$ cat config.mk
export PLATFORM = sky130hd
export DESIGN_NAME = control_unit_risc
export DESIGN_NICKNAME = d
export VERILOG_FILES = /design/src/rtl/risc_spm_pkg.sv /design/src/rtl/control_unit_risc.sv
export SDC_FILE = /design/constraint.sdc
export NUM_CORES = 1
export LEC_CHECK = 0
export BUFFER_PORTS_ARGS = -buffer_cell sky130_fd_sc_hd__buf_2
export CAP_MARGIN = 20
export CORE_MARGIN = 2
export CORE_UTILIZATION = 40
export CTS_BUF_LIST = sky130_fd_sc_hd__clkbuf_2
export CTS_CLUSTER_DIAMETER = 80
export DETAILED_ROUTE_END_ITERATION = 12
export PLACE_DENSITY_LB_ADDON = 0.2
export RECOVER_POWER = 100
export REMOVE_ABC_BUFFERS = 1
export SYNTH_ARGS = -nofsm -noshare
export SYNTH_HDL_FRONTEND = slang
export SYNTH_SLANG_ARGS = --single-unit
export TNS_END_PERCENT = 30
$ cat constraint.sdc
create_clock -name clk -period 4.35 [get_ports clk]
set_clock_uncertainty 0.15 [all_clocks]
set_input_delay 0.87 -clock clk [delete_from_list [all_inputs] [get_ports clk]]
set_output_delay 0.87 -clock clk [all_outputs]
set_load 0.01 [all_outputs]
$ cat src/rtl/risc_spm_pkg.sv
// Package: risc_spm_pkg
// Shared definitions for the RISC-SPM processor. The ALU and the control unit both import this
// package, so opcode values are defined in one place only.
//   - opcode_e       : instruction opcodes, which are also the ALU operation selects
//   - state_e        : control unit state encodings
//   - Sel1* / Sel2*  : Bus_1 / Bus_2 multiplexer select values
//   - get_opcode/get_src/get_dest : instruction field slices
package risc_spm_pkg;

   localparam int unsigned word_size  = 8;
   localparam int unsigned op_size    = 4;
   localparam int unsigned state_size = 4;

   typedef enum logic [3:0] {
      OpNop = 4'h0,
      OpAdd = 4'h1,
      OpSub = 4'h2,
      OpAnd = 4'h3,
      OpNot = 4'h4,
      OpRd  = 4'h5,
      OpWr  = 4'h6,
      OpBr  = 4'h7,
      OpBrz = 4'h8,
      OpEqz = 4'h9,
      OpLdr = 4'hA
   } opcode_e;

   typedef enum logic [3:0] {
      StIdle = 4'd0,
      StFet1 = 4'd1,
      StFet2 = 4'd2,
      StDec  = 4'd3,
      StEx1  = 4'd4,
      StRd1  = 4'd5,
      StRd2  = 4'd6,
      StWr1  = 4'd7,
      StWr2  = 4'd8,
      StBr1  = 4'd9,
      StBr2  = 4'd10,
      StHalt = 4'd11
   } state_e;

   // Bus_1 select: 0..3 pick R0..R3, 4 picks the PC
   localparam logic [2:0] Sel1Pc   = 3'd4;

   // Bus_2 select
   localparam logic [1:0] Sel2Alu  = 2'd0;
   localparam logic [1:0] Sel2Bus1 = 2'd1;
   localparam logic [1:0] Sel2Mem  = 2'd2;

   function automatic logic [3:0] get_opcode(input logic [word_size-1:0] instr);
      return instr[7:4];
   endfunction

   function automatic logic [1:0] get_src(input logic [word_size-1:0] instr);
      return instr[3:2];
   endfunction

   function automatic logic [1:0] get_dest(input logic [word_size-1:0] instr);
      return instr[1:0];
   endfunction

endpackage

$ cat src/rtl/control_unit_risc.sv
// Module: control_unit_risc
// Fetch/decode/execute sequencer for the RISC-SPM datapath. The state is registered. The control
// outputs are decoded combinationally from the state, the IR contents and the Reg_Z flag.
// Ports:
//   clk          rising-edge clock
//   rst          synchronous active-high reset, returns to StIdle
//   instruction  IR contents: opcode [7:4], src [3:2], dest [1:0]
//   zero         registered ALU zero flag (Reg_Z), used only in StDec
//   load_r       one-hot load enable for R0..R3
//   load_pc      PC <= Bus_2
//   inc_pc       PC <= PC + 1
//   sel_bus_1    Bus_1 source: 0..3 = R0..R3, 4 = PC
//   sel_bus_2    Bus_2 source: 0 = ALU, 1 = Bus_1, 2 = memory
//   load_ir      IR <= Bus_2
//   load_add_r   Add_R <= Bus_2
//   load_reg_y   Reg_Y <= Bus_2
//   load_reg_z   Reg_Z <= ALU zero flag
//   write        memory[Add_R] <= Bus_1
//   alu_sel      ALU operation, NOP when the ALU result is unused
//   halted       high only while halted
module control_unit_risc
   import risc_spm_pkg::*;
#(
   parameter int unsigned word_size  = 8,
   parameter int unsigned op_size    = 4,
   parameter int unsigned state_size = 4
) (
   input  logic                 clk,
   input  logic                 rst,
   input  logic [word_size-1:0] instruction,
   input  logic                 zero,
   output logic [3:0]           load_r,
   output logic                 load_pc,
   output logic                 inc_pc,
   output logic [2:0]           sel_bus_1,
   output logic [1:0]           sel_bus_2,
   output logic                 load_ir,
   output logic                 load_add_r,
   output logic                 load_reg_y,
   output logic                 load_reg_z,
   output logic                 write,
   output logic [op_size-1:0]   alu_sel,
   output logic                 halted
);

   logic [state_size-1:0] state;
   logic [3:0]            opcode;
   logic [1:0]            src;
   logic [1:0]            dest;

   assign opcode = get_opcode(instruction);
   assign src    = get_src(instruction);
   assign dest   = get_dest(instruction);

   function automatic logic [3:0] dest_onehot(input logic [1:0] d);
      return 4'b0001 << d;
   endfunction

   // Next-state logic and the state register
   always_ff @(posedge clk) begin
      if (rst) begin
         state <= StIdle;
      end else begin
         case (state)
            StIdle: state <= StFet1;
            StFet1: state <= StFet2;
            StFet2: state <= StDec;
            StDec: begin
               case (opcode)
                  OpNop:                      state <= StFet1;
                  OpAdd, OpSub, OpAnd, OpEqz: state <= StEx1;
                  OpNot:                      state <= StFet1;
                  OpRd:                       state <= StRd1;
                  OpWr:                       state <= StWr1;
                  OpBr:                       state <= StBr1;
                  // zero is only looked at here. A BRZ that is not taken skips its operand word.
                  OpBrz:                      state <= zero ? StBr1 : StFet1;
                  default:                    state <= StHalt;
               endcase
            end
            StEx1:  state <= StFet1;
            StRd1:  state <= StRd2;
            StRd2:  state <= StFet1;
            StWr1:  state <= StWr2;
            StWr2:  state <= StFet1;
            StBr1:  state <= StBr2;
            StBr2:  state <= StFet1;
            StHalt: state <= StHalt;
            default: state <= StHalt;
         endcase
      end
   end

   // Output decode
   always_comb begin
      load_r     = 4'b0000;
      load_pc    = 1'b0;
      inc_pc     = 1'b0;
      sel_bus_1  = Sel1Pc;
      sel_bus_2  = Sel2Bus1;
      load_ir    = 1'b0;
      load_add_r = 1'b0;
      load_reg_y = 1'b0;
      load_reg_z = 1'b0;
      write      = 1'b0;
      alu_sel    = OpNop;
      halted     = 1'b0;

      case (state)
         StFet1: load_add_r = 1'b1;
         StFet2: begin
            sel_bus_2 = Sel2Mem;
            load_ir   = 1'b1;
            inc_pc    = 1'b1;
         end
         StDec: begin
            case (opcode)
               OpAdd, OpSub, OpAnd, OpEqz: begin
                  // Reg_Y holds src, so the ALU computes dest op src in StEx1
                  sel_bus_1  = {1'b0, src};
                  load_reg_y = 1'b1;
               end
               OpNot: begin
                  sel_bus_1  = {1'b0, src};
                  alu_sel    = OpNot;
                  sel_bus_2  = Sel2Alu;
                  load_r     = dest_onehot(dest);
                  load_reg_z = 1'b1;
               end
               OpRd, OpWr, OpBr: load_add_r = 1'b1;
               OpBrz: begin
                  if (zero) load_add_r = 1'b1;
                  else      inc_pc     = 1'b1;
               end
               default: ;
            endcase
         end
         StEx1: begin
            sel_bus_1  = {1'b0, dest};
            alu_sel    = opcode;
            sel_bus_2  = Sel2Alu;
            load_reg_z = 1'b1;
            // EQZ only updates the flag
            if (opcode != OpEqz) load_r = dest_onehot(dest);
         end
         StRd1, StWr1: begin
            sel_bus_2  = Sel2Mem;
            load_add_r = 1'b1;
            inc_pc     = 1'b1;
         end
         StRd2: begin
            sel_bus_2 = Sel2Mem;
            load_r    = dest_onehot(dest);
         end
         StWr2: begin
            sel_bus_1 = {1'b0, src};
            write     = 1'b1;
         end
         StBr1: begin
            sel_bus_2  = Sel2Mem;
            load_add_r = 1'b1;
         end
         StBr2: begin
            sel_bus_2 = Sel2Mem;
            load_pc   = 1'b1;
         end
         StHalt: halted = 1'b1;
         default: ;
      endcase
   end

endmodule

==> results.md, run 1 <==
* Post-CTS Resized at 0
* Synthesized area per cell at 7.34 µm²
* Clk_lat worst skew at 0.20 ns
* Top post-synthesis cells by count: a21oi_1, nor2_1, nor2b_1, nand2_1
* Tmin final at 3.26 ns
* Synth Area in XOR/XNOR at 0%
* Hold Path Origin: state[3]
* Post-synthesis adder-cell area fraction at 0%
* Multiplexer share of the synthesized area at 0%
* Global-route wire length before repair at 2860 µm
* Total Routing Usage GR at 18.1%
* Final Util at 45.8%
* Worst Path Arrival at 2.24 ns
* Core area at 1690 µm²
* Worst Hold Class: register to register
* Clock Sinks at 4
* Most frequent cell after synthesis: a21oi_1
* Max-cap violations at 0
* Final Cycle Share at 75.0%
* # IOs at 32
* Final setup violation count at 0
* Rel. slew slack at 62.8%
* Avg Vias per Cell at 5.84
* Number of global-route vias before repair at 653
* Crit path launch type: input port
* Synth area leaders: dfxtp_1, a21oi_1, nor2b_1, a22o_1, and3_1
* Nets at 133
* Pre-CTS setup slack at 1.37 ns
* CP delay by family, top: simple AND/OR/NAND/NOR gates
* Share of cells above drive strength 1 at 15.8%
* Buf/Inv on CP at 2
* PD cells at 186 nW/µm²
* Post-route setup slack at 1.09 ns
* CTS Buffer Depth at 2
* ANT cells at 0
* Sequential share of power at 34.8%
* Post-Synth Simple-Gate Area at 36.8%
* Comb power frac at 41.5%
* Setup TNS at 0 ns
* Clock-pin transition on the worst setup and hold timing paths at 0.04 ns
* Required time of the critical path at 3.33 ns
* Cell variety after synth at 40
* Clock share of power at 23.7%
* VDD IR max at 0.0000827 V
* Number of synthesized flops with an enable pin at 0
* Clk root buf: clkbuf_2
* Max Fclk at 306 MHz
* Port buffer count at 31
* Die Span Y at 45.7 µm
* Hold buffer count at cts at 0
* Synthesis-stage register bit count at 4
* CP Cell Sequence: clkbuf_1, nor4b_1, nand2_1, a211oi_1, buf_2
* Final wirelength at 1810 µm
* Yosys warnings at 0
* H-tree Lvls at 1
* Fill cells at 194
* Critical Path Sink Type: output port
* Leak at 0.000302 µW
* Top FF cell, synth: dfxtp_1
* Post-Layout Inst Area at 773 µm²
* Synth area leader: dfxtp_1
* Main combinational cell family by area after synthesis: compound AO/OA/AOI/OAI gates
* Regs by FF count: state x4
* DP Area at 811 µm²
* Final Max Slew Viols at 0
* CP Max Fanout at 12
* Tightest Pin Transition at 0.557 ns
* Initial DRC count at 16
* Largest Register: state
* Area growth syn-to-layout at 11.0%
* Via count at 800
* Reg2reg start: state[2]
* P_int at 83.6 µW
* Status: finished clean
* Global route total overflow at 0
* Routability cong. at 0.810
* Initial antenna violation count at 0
* CTS tree: yes
* DRT antenna net count at 0
* HPWL after DPL at 1300 µm
* Total power at 144 µW
* Critical-path top delay cell: nor4b_1
* Largest net degree at the start of global routing at 20
* Drt first pass iters at 4
* Wirelength per Cell at 13.2 µm
* Initial core utilization at 41.3%
* Largest register FFs at 4
* Synthesized instance count at 95
* RSZ-0062 raised after global routing: no
* Post-synth top area share at 11.5%
* Hold Vio Cnt, Final at 0
* Post-Syn Area at 697 µm²
* Die extent in x at 45.7 µm
* Synth Area in Compound Gates at 40.6%
* Psw at 60.4 µW
* Inserted Clock Buffers at 3
* Postcts setup bufs at 0
* Switch share at 41.9%
* Async set or reset register ratio after synthesis at 0%
* Die area at 2090 µm²
* DRC errors left at 0
* Rows at 15
* Setup CP Type: input port to output port
* CP startpoint: instruction[7]
* Highest cell delay on the worst timing path at 0.51 ns
* Register area share after synthesis at 11.5%
==> worst reg2reg max path, cell delays in order (launching register included) <==
cell and delay, ns:
dfxtp_1 0.45, or2_0 0.34, a311o_1 0.35, a31oi_1 0.16
==> through the flow <==
stage | instances | hold WS, ns
floorplan | 86 | 0.433
global placement | 134 | 0.505
detailed placement | 134 | 0.526
CTS | 137 | 0.525
global route | 137 | 0.581
finish | 137 | 0.528
==> cells by family after synthesis <==
family                 Yosys count
AND/OR/NAND/NOR                 40
AO/OA/AOI/OAI                   38
flip-flops                       4
buffers and inverters           13
==> layout by cell type (no fill, tap or decap), drive strengths merged, types with 2 or more instances in the layout <==
cell type  instances
clkbuf            21
buf               13
a21oi             10
nor2               7
nor2b              7
nand2              6
and3               5
o21ai              5
nand2b             4
inv                4
a22o               4
dfxtp              4
o21a               3
nor4b              2
a221oi             2
nor3b              2
o211ai             2
a211oi             2
or2                2
==> power groups by stage <==
stage	registers [µW]	clock network, µW	logic (µW)
2_1_floorplan	47.1	0	38.5
3_3_place_gp	50.5	0	62.8
3_5_place_dp	50.5	0	63.5
4_1_cts	49.8	36.8	63.8
5_1_grt	51.1	37.1	67.6
6_report	50.1	34.1	59.7
==> final timing paths <==
path                             endpoint  slack [ns]  depth (start not counted)
worst max-delay path            load_r[0]        1.09                          5
worst min-delay path             state[1]        0.53                          2
worst max register to register   state[1]        2.83                          3
worst min register to register   state[1]        0.53                          2
==> metal layers <==
layer / routed length, µm / global-route usage, %
met3: 61 / 0
met1: 923 / 25.7
met2: 809 / 28.5
met5: 0 / 0
met4: 14 / 8.57
==> final cells by class <==
class	count	area (µm²)	area share, %
Tap cell	17	21.3	2.75
Sequential cell	4	80.1	10.4
Inverter	4	15.0	1.94
Timing Repair Buffer	31	133	17.2
Clock buffer	3	15.0	1.94
Multi-Input combinational cell	78	509	65.9
No activity file was read; power rests on OpenSTA's default activity.
==> inputs of run 2 (changes only) <==
==> constraint.sdc (replaced) <==
create_clock -name clk -period 2.9 [get_ports clk]
set_clock_uncertainty 0.15 [all_clocks]
set_input_delay 0.58 -clock clk [delete_from_list [all_inputs] [get_ports clk]]
set_output_delay 0.58 -clock clk [all_outputs]
set_load 0.01 [all_outputs]
==> results.md, run 2 (synthesis gave the netlist of run 1 again) <==
* Area growth syn-to-layout at 15.8%
* Die Span Y at 45.7 µm (unchanged)
* Pre-CTS setup slack at 0.500 ns (-0.866 ns)
* Clock-pin transition on the worst setup and hold timing paths at 0.04 ns (about the same)
* Routability cong. at 0.817 (+0.91%)
* Required time of the critical path at 2.17 ns (-1.16 ns)
* Buf/Inv on CP at 2 (unchanged)
* Psw at 91.0 µW (+51%)
* CP Max Fanout at 12 (unchanged)
* Post-CTS Resized at 0 (unchanged)
* Inserted Clock Buffers at 3 (unchanged)
* Leading cell type in the layout, fill and taps excluded: clkbuf_1
* Clock share of power at 22.3% (-1.4 points)
* Initial core utilization at 41.3% (unchanged)
* Rel. slew slack at 62.3% (-0.57 points)
* Postcts setup bufs at 0 (unchanged)
* DRT antenna net count at 0 (unchanged)
* Largest Register: state
* Global-route wire length before repair at 3070 µm (+7.5%)
* Highest cell delay on the worst timing path at 0.38 ns (-0.13 ns)
* Number of global-route vias before repair at 697 (+6.7%)
* Max Fclk at 401 MHz
* Worst Hold Class: input port to register
* Clk root buf: clkbuf_2
* Die extent in x at 45.7 µm (unchanged)
* Switch share at 41.5% (-0.47 points)
* Hold Vio Cnt, Final at 0 (unchanged)
* Avg Vias per Cell at 5.74 (-1.7%)
* CP delay by family, top: simple AND/OR/NAND/NOR gates
* Critical Path Sink Type: output port
* Flop-to-flop setup slack at 1.37 ns (-1.46 ns)
* Most frequent cells in the layout: clkbuf_1, buf_2, a21oi_1
* Initial antenna violation count at 0 (unchanged)
* CP Cell Sequence: clkbuf_1, nor4b_4, nand2_1, a211oi_1, buf_2
* Leak at 0.000327 µW (+8.0%)
* Worst Path Arrival at 1.77 ns (-0.47 ns)
* Largest net degree at the start of global routing at 17 (-15%)
* Final setup violation count at 0 (unchanged)
* Nets at 134 (+0.75%)
* Share of cells above drive strength 1 at 19.0% (+3.2 points)
* Final wirelength at 1830 µm (+1.1%)
* Crit path launch type: input port
* DRC errors left at 0 (unchanged)
* Hold slack at 0.440 ns (-0.0885 ns)
* # IOs at 32 (unchanged)
* Core area at 1690 µm² (unchanged)
* CTS Buffer Depth at 2 (unchanged)
* Critical-path top delay cell: nor4b_4
* Final Cycle Share at 86.1%
* Post-route setup slack at 0.404 ns (-0.683 ns)
* Hold buffer count at cts at 0 (unchanged)
* VDD IR max at 0.000130 V (+57%)
* HPWL after DPL at 1360 µm (+4.7%)
* Rows at 15 (unchanged)
* Total Routing Usage GR at 19.5% (+1.4 points)
* Initial DRC count at 19 (+3)
* CTS tree: yes
* Status: finished clean
* Comb power frac at 45.7% (+4.2 points)
* ANT cells at 0 (unchanged)
* H-tree Lvls at 1 (unchanged)
* PD cells at 272 nW/µm² (+46%)
* Setup CP Type: input port to output port
* Fill cells at 175 (-9.8%)
* Wirelength per Cell at 13.2 µm (+0.37%)
* Global route total overflow at 0 (unchanged)
* Regs by FF count: state x4
* RSZ-0062 raised after global routing: no
* Via count at 792 (-1.0%)
* Clk_lat worst skew at 0.20 ns (about the same)
* Largest register FFs at 4 (unchanged)
* Die area at 2090 µm² (unchanged)
* DP Area at 818 µm² (+0.93%)
* Post-Layout Inst Area at 807 µm² (+4.4%)
* Max-cap violations at 0 (unchanged)
* Port buffer count at 31 (unchanged)
* Post-Layout Cell Count at 138 (+0.73%)
* Final Max Slew Viols at 0 (unchanged)
* Tmin final at 2.50 ns
* Setup TNS at 0 ns (unchanged)
* Drt first pass iters at 4 (unchanged)
* P_int at 128 µW (+54%)
* Tightest Pin Transition at 0.566 ns (+0.00925 ns)
* Placed Cells at 135 (+0.75%)
* Clock Sinks at 4 (unchanged)
* Sequential share of power at 32.0% (-2.8 points)
-- run 2: metrics by stage --
step                      util [%]  power [µW]
after floorplan                  -         128
after global placement        48.4         174
after detailed placement      48.4         174
after CTS                     49.3         226
after global routing          47.8         242
final                         47.8         219
-- run 2: cell type report --
cell class | instances | area [µm²] | share of cell area, %
flip-flops and latches | 4 | 80.1 | 9.92
inverters | 4 | 15.0 | 1.86
repair buffers | 32 | 141 | 17.5
clock buffers | 3 | 15.0 | 1.86
well taps | 17 | 21.3 | 2.64
multi-input cells | 78 | 534 | 66.2
-- run 2: power groups by stage --
stage               Clock [µW]  Sequential (µW)  Combinational, µW
floorplan                    0             70.7               57.7
global placement             0             71.2                103
detailed placement           0             70.9                103
CTS                       52.7             70.1                103
global route              56.9             71.3                113
finish                    48.9             70.3                100
-- run 2: layer usage --
layer / vias to the layer above / part of all wire [%] / global-route usage [%] / routed length (µm)
li1: 410 / - / - / -
met1: 363 / 50 / 27.4 / 908
met2: 19 / 47 / 32.1 / 860
met3: 0 / 3.2 / 1.19 / 59
met4: 0 / 0 / 5.14 / 0
met5: - / 0 / 0 / 0
-- run 2: worst paths after layout --
check                               startpoint        end  cells past startpoint
worst min-delay path                       rst   state[1]                      2
worst min register to register        state[3]   state[1]                      2
worst max register to register        state[2]   state[1]                      3
worst max-delay path            instruction[5]  load_r[0]                      5
==> inputs of run 3 (changes only) <==
--- a/config.mk
+++ b/config.mk
@@ -5,6 +5,7 @@
 export SDC_FILE = /design/constraint.sdc
 export NUM_CORES = 1
 export LEC_CHECK = 0
+export ABC_AREA = 1
 export BUFFER_PORTS_ARGS = -buffer_cell sky130_fd_sc_hd__buf_2
 export CAP_MARGIN = 20
 export CORE_MARGIN = 2
@@ -12,8 +13,8 @@
 export CTS_BUF_LIST = sky130_fd_sc_hd__clkbuf_2
 export CTS_CLUSTER_DIAMETER = 80
 export DETAILED_ROUTE_END_ITERATION = 12
+export GPL_ROUTABILITY_DRIVEN = 0
 export PLACE_DENSITY_LB_ADDON = 0.2
-export RECOVER_POWER = 100
 export REMOVE_ABC_BUFFERS = 1
 export SYNTH_ARGS = -nofsm -noshare
 export SYNTH_HDL_FRONTEND = slang
==> results.md, run 3 <==
* CTS tree: yes
* Cell variety after synth at 20 (-50%)
* Worst Path Arrival at 1.51 ns (-0.26 ns)
* ANT cells at 0 (unchanged)
* Final Max Slew Viols at 0 (unchanged)
* Tmin final at 2.24 ns (-0.254 ns)
* Required time of the critical path at 2.17 ns (about the same)
* Die Span Y at 44.8 µm (-2.0%)
* Hold Vio Cnt, Final at 0 (unchanged)
* Async set or reset register ratio after synthesis at 0% (unchanged)
* Post-CTS Resized at 0 (unchanged)
* Yosys warnings at 0 (unchanged)
* Post-Layout Inst Area at 846 µm² (+4.8%)
* Area growth syn-to-layout at 26.8%
* Met3 wire len at 169 µm (+190%)
* HPWL after DPL at 1500 µm (+10%)
* Buf/Inv on CP at 3 (+1)
* Pre-CTS setup slack at 0.656 ns (+0.156 ns)
* Register area share after synthesis at 12.0% (+0.52 points)
* PD cells at 235 nW/µm² (-13%)
* Top Metal Used: met3
* Synthesis-stage register bit count at 4 (unchanged)
* Most frequent cells in the layout: nand2_1, buf_2, nand3_1
* Met2 wire len at 768 µm (-11%)
* Leak at 0.000499 µW (+53%)
* Via count at 895 (+13%)
* Met1 WL at 820 µm (-9.7%)
* Synth area leader: nand2_1
* Wirelength per Cell at 9.94 µm (-25%)
* Inserted Clock Buffers at 3 (unchanged)
* Final wirelength at 1760 µm (-3.8%)
* DRC errors left at 0 (unchanged)
* Clk root buf: clkbuf_2
* Synthesized instance count at 128 (+35%)
* Regs by FF count: state x4
* Final setup violation count at 0 (unchanged)
* CP delay by family, top: buffers and inverters
* Setup TNS at 0 ns (unchanged)
* Number of global-route vias before repair at 744 (+6.7%)
* Clock Sinks at 4 (unchanged)
* Post-route setup slack at 0.657 ns (+0.254 ns)
* Post-synth top area share at 17.4% (+6.0 points)
* Critical Path Sink Type: output port
* Core area at 1540 µm² (-8.7%)
* Initial core utilization at 43.3% (+2.0 points)
* Nets at 174 (+30%)
* Initial antenna violation count at 0 (unchanged)
* DP Area at 831 µm² (+1.5%)
* Die extent in x at 44.8 µm (-2.0%)
* Share of cells above drive strength 1 at 33.5% (+15 points)
* Max Fclk at 446 MHz (+11%)
* Total Routing Usage GR at 19.0% (-0.55 points)
* Highest cell delay on the worst timing path at 0.19 ns (-0.19 ns)
* Largest Register: state
* Port buffer count at 31 (unchanged)
* Synthesized area per cell at 5.21 µm² (-29%)
* RSZ-0062 raised after global routing: no
* Avg Vias per Cell at 5.06 (-12%)
* Global route total overflow at 0 (unchanged)
* Critical-path top delay cell: o21ai_0
* Number of synthesized flops with an enable pin at 0 (unchanged)
* Setup CP Type: input port to output port
* Hold slack at 0.433 ns (-0.00701 ns)
* VDD IR max at 0.000246 V (+89%)
* CP Max Fanout at 5 (-7)
* Crit path launch type: input port
* Initial DRC count at 19 (unchanged)
* Largest net degree at the start of global routing at 12 (-5)
* CP Cell Sequence: buf_2, inv_2, nand2_4, nand3_1, o21ai_1, o21ai_0, buf_2
* Largest register FFs at 4 (unchanged)
* Hold buffer count at cts at 0 (unchanged)
* Top post-synthesis cells by count: nand2_1, nand3_1, nor2_1, inv_1
* Clock-pin transition on the worst setup and hold timing paths at 0.05 ns (about the same)
* Clk_lat worst skew at 0.21 ns (about the same)
* Tightest Pin Transition at 0.487 ns (-0.0790 ns)
* Rel. slew slack at 67.3% (+5.0 points)
* Global-route wire length before repair at 2910 µm (-5.2%)
* Worst Hold Class: input port to register
* Post-Syn Area at 667 µm² (-4.3%)
* Postcts setup bufs at 0 (unchanged)
* Most used cell along the critical path: buf_2
* Final Cycle Share at 77.3% (-8.7 points)
* Die area at 2010 µm² (-3.9%)
* Max-cap violations at 0 (unchanged)
* Rows at 14 (-1)
* Final Util at 54.9% (+7.1 points)
* Top FF cell, synth: dfxtp_1
* Drt first pass iters at 4 (unchanged)
* Synth area leaders: nand2_1, nand3_1, dfxtp_1, nor2_1, inv_1
* DRT antenna net count at 0 (unchanged)
* Most frequent cell after synthesis: nand2_1
* Status: finished clean
* # IOs at 32 (unchanged)
* H-tree Lvls at 1 (unchanged)
* CTS Buffer Depth at 2 (unchanged)
[run 3: changes by cell type after synthesis, moves of 5 or more]
cell	delta
nand3_1	+20
buf_2	-5
nor2_1	+13
nor2b_1	-7
inv_1	+8
inv_2	+7
nand2_1	+25
and3_1	-5
[run 3: stage by stage]
stage / std cells / total power [µW]
floorplan: 127 / 119
global placement: 174 / 149
detailed placement: 174 / 150
CTS: 177 / 202
global route: 177 / 219
finish: 177 / 199
[run 3: worst paths after layout]
path,startpoint,endpoint,slack (ns),depth (start not counted)
max,instruction[5],sel_bus_1[2],0.66,7
min,rst,state[1],0.43,2
max reg2reg,state[0],state[0],1.60,6
min reg2reg,state[1],state[2],0.47,3
[run 3: where the power goes]
group          internal, µW  switching, µW
combinational          30.3           55.8
sequential             58.7           4.47
clock                  27.8           22.1
[run 3: cells by family after synthesis]
| logic type | share of synthesized area [%] |
|---|---|
| and+or+nand+nor | 61.2 |
| buffers and inverters | 13.5 |
| DFF | 12.0 |
| AOI/OAI and AO/OA | 13.3 |
[run 3: layout make-up]
cell class,count,area (µm²)
flip-flops and latches,4,80.1
multi-input cells,102,497
fillers,168,696
well taps,16,20.0
inverters,21,78.8
repair buffers,31,155
clock buffers,3,15.0
[run 3: worst register-to-register path: cells and delay by family (launching register included)]
kind | cells | cell delay [ns]
buffers and inverters | 2 | 0.27
flip-flops | 1 | 0.40
AO/OA/AOI/OAI | 1 | 0.12
AND/OR/NAND/NOR | 3 | 0.30
[run 3: routing by layer]
metal  GRT usage, %  up-vias
li1               -      473
met4           1.76        0
met5              0        -
met1           25.9      382
met3           4.00        0
met2           31.9       40
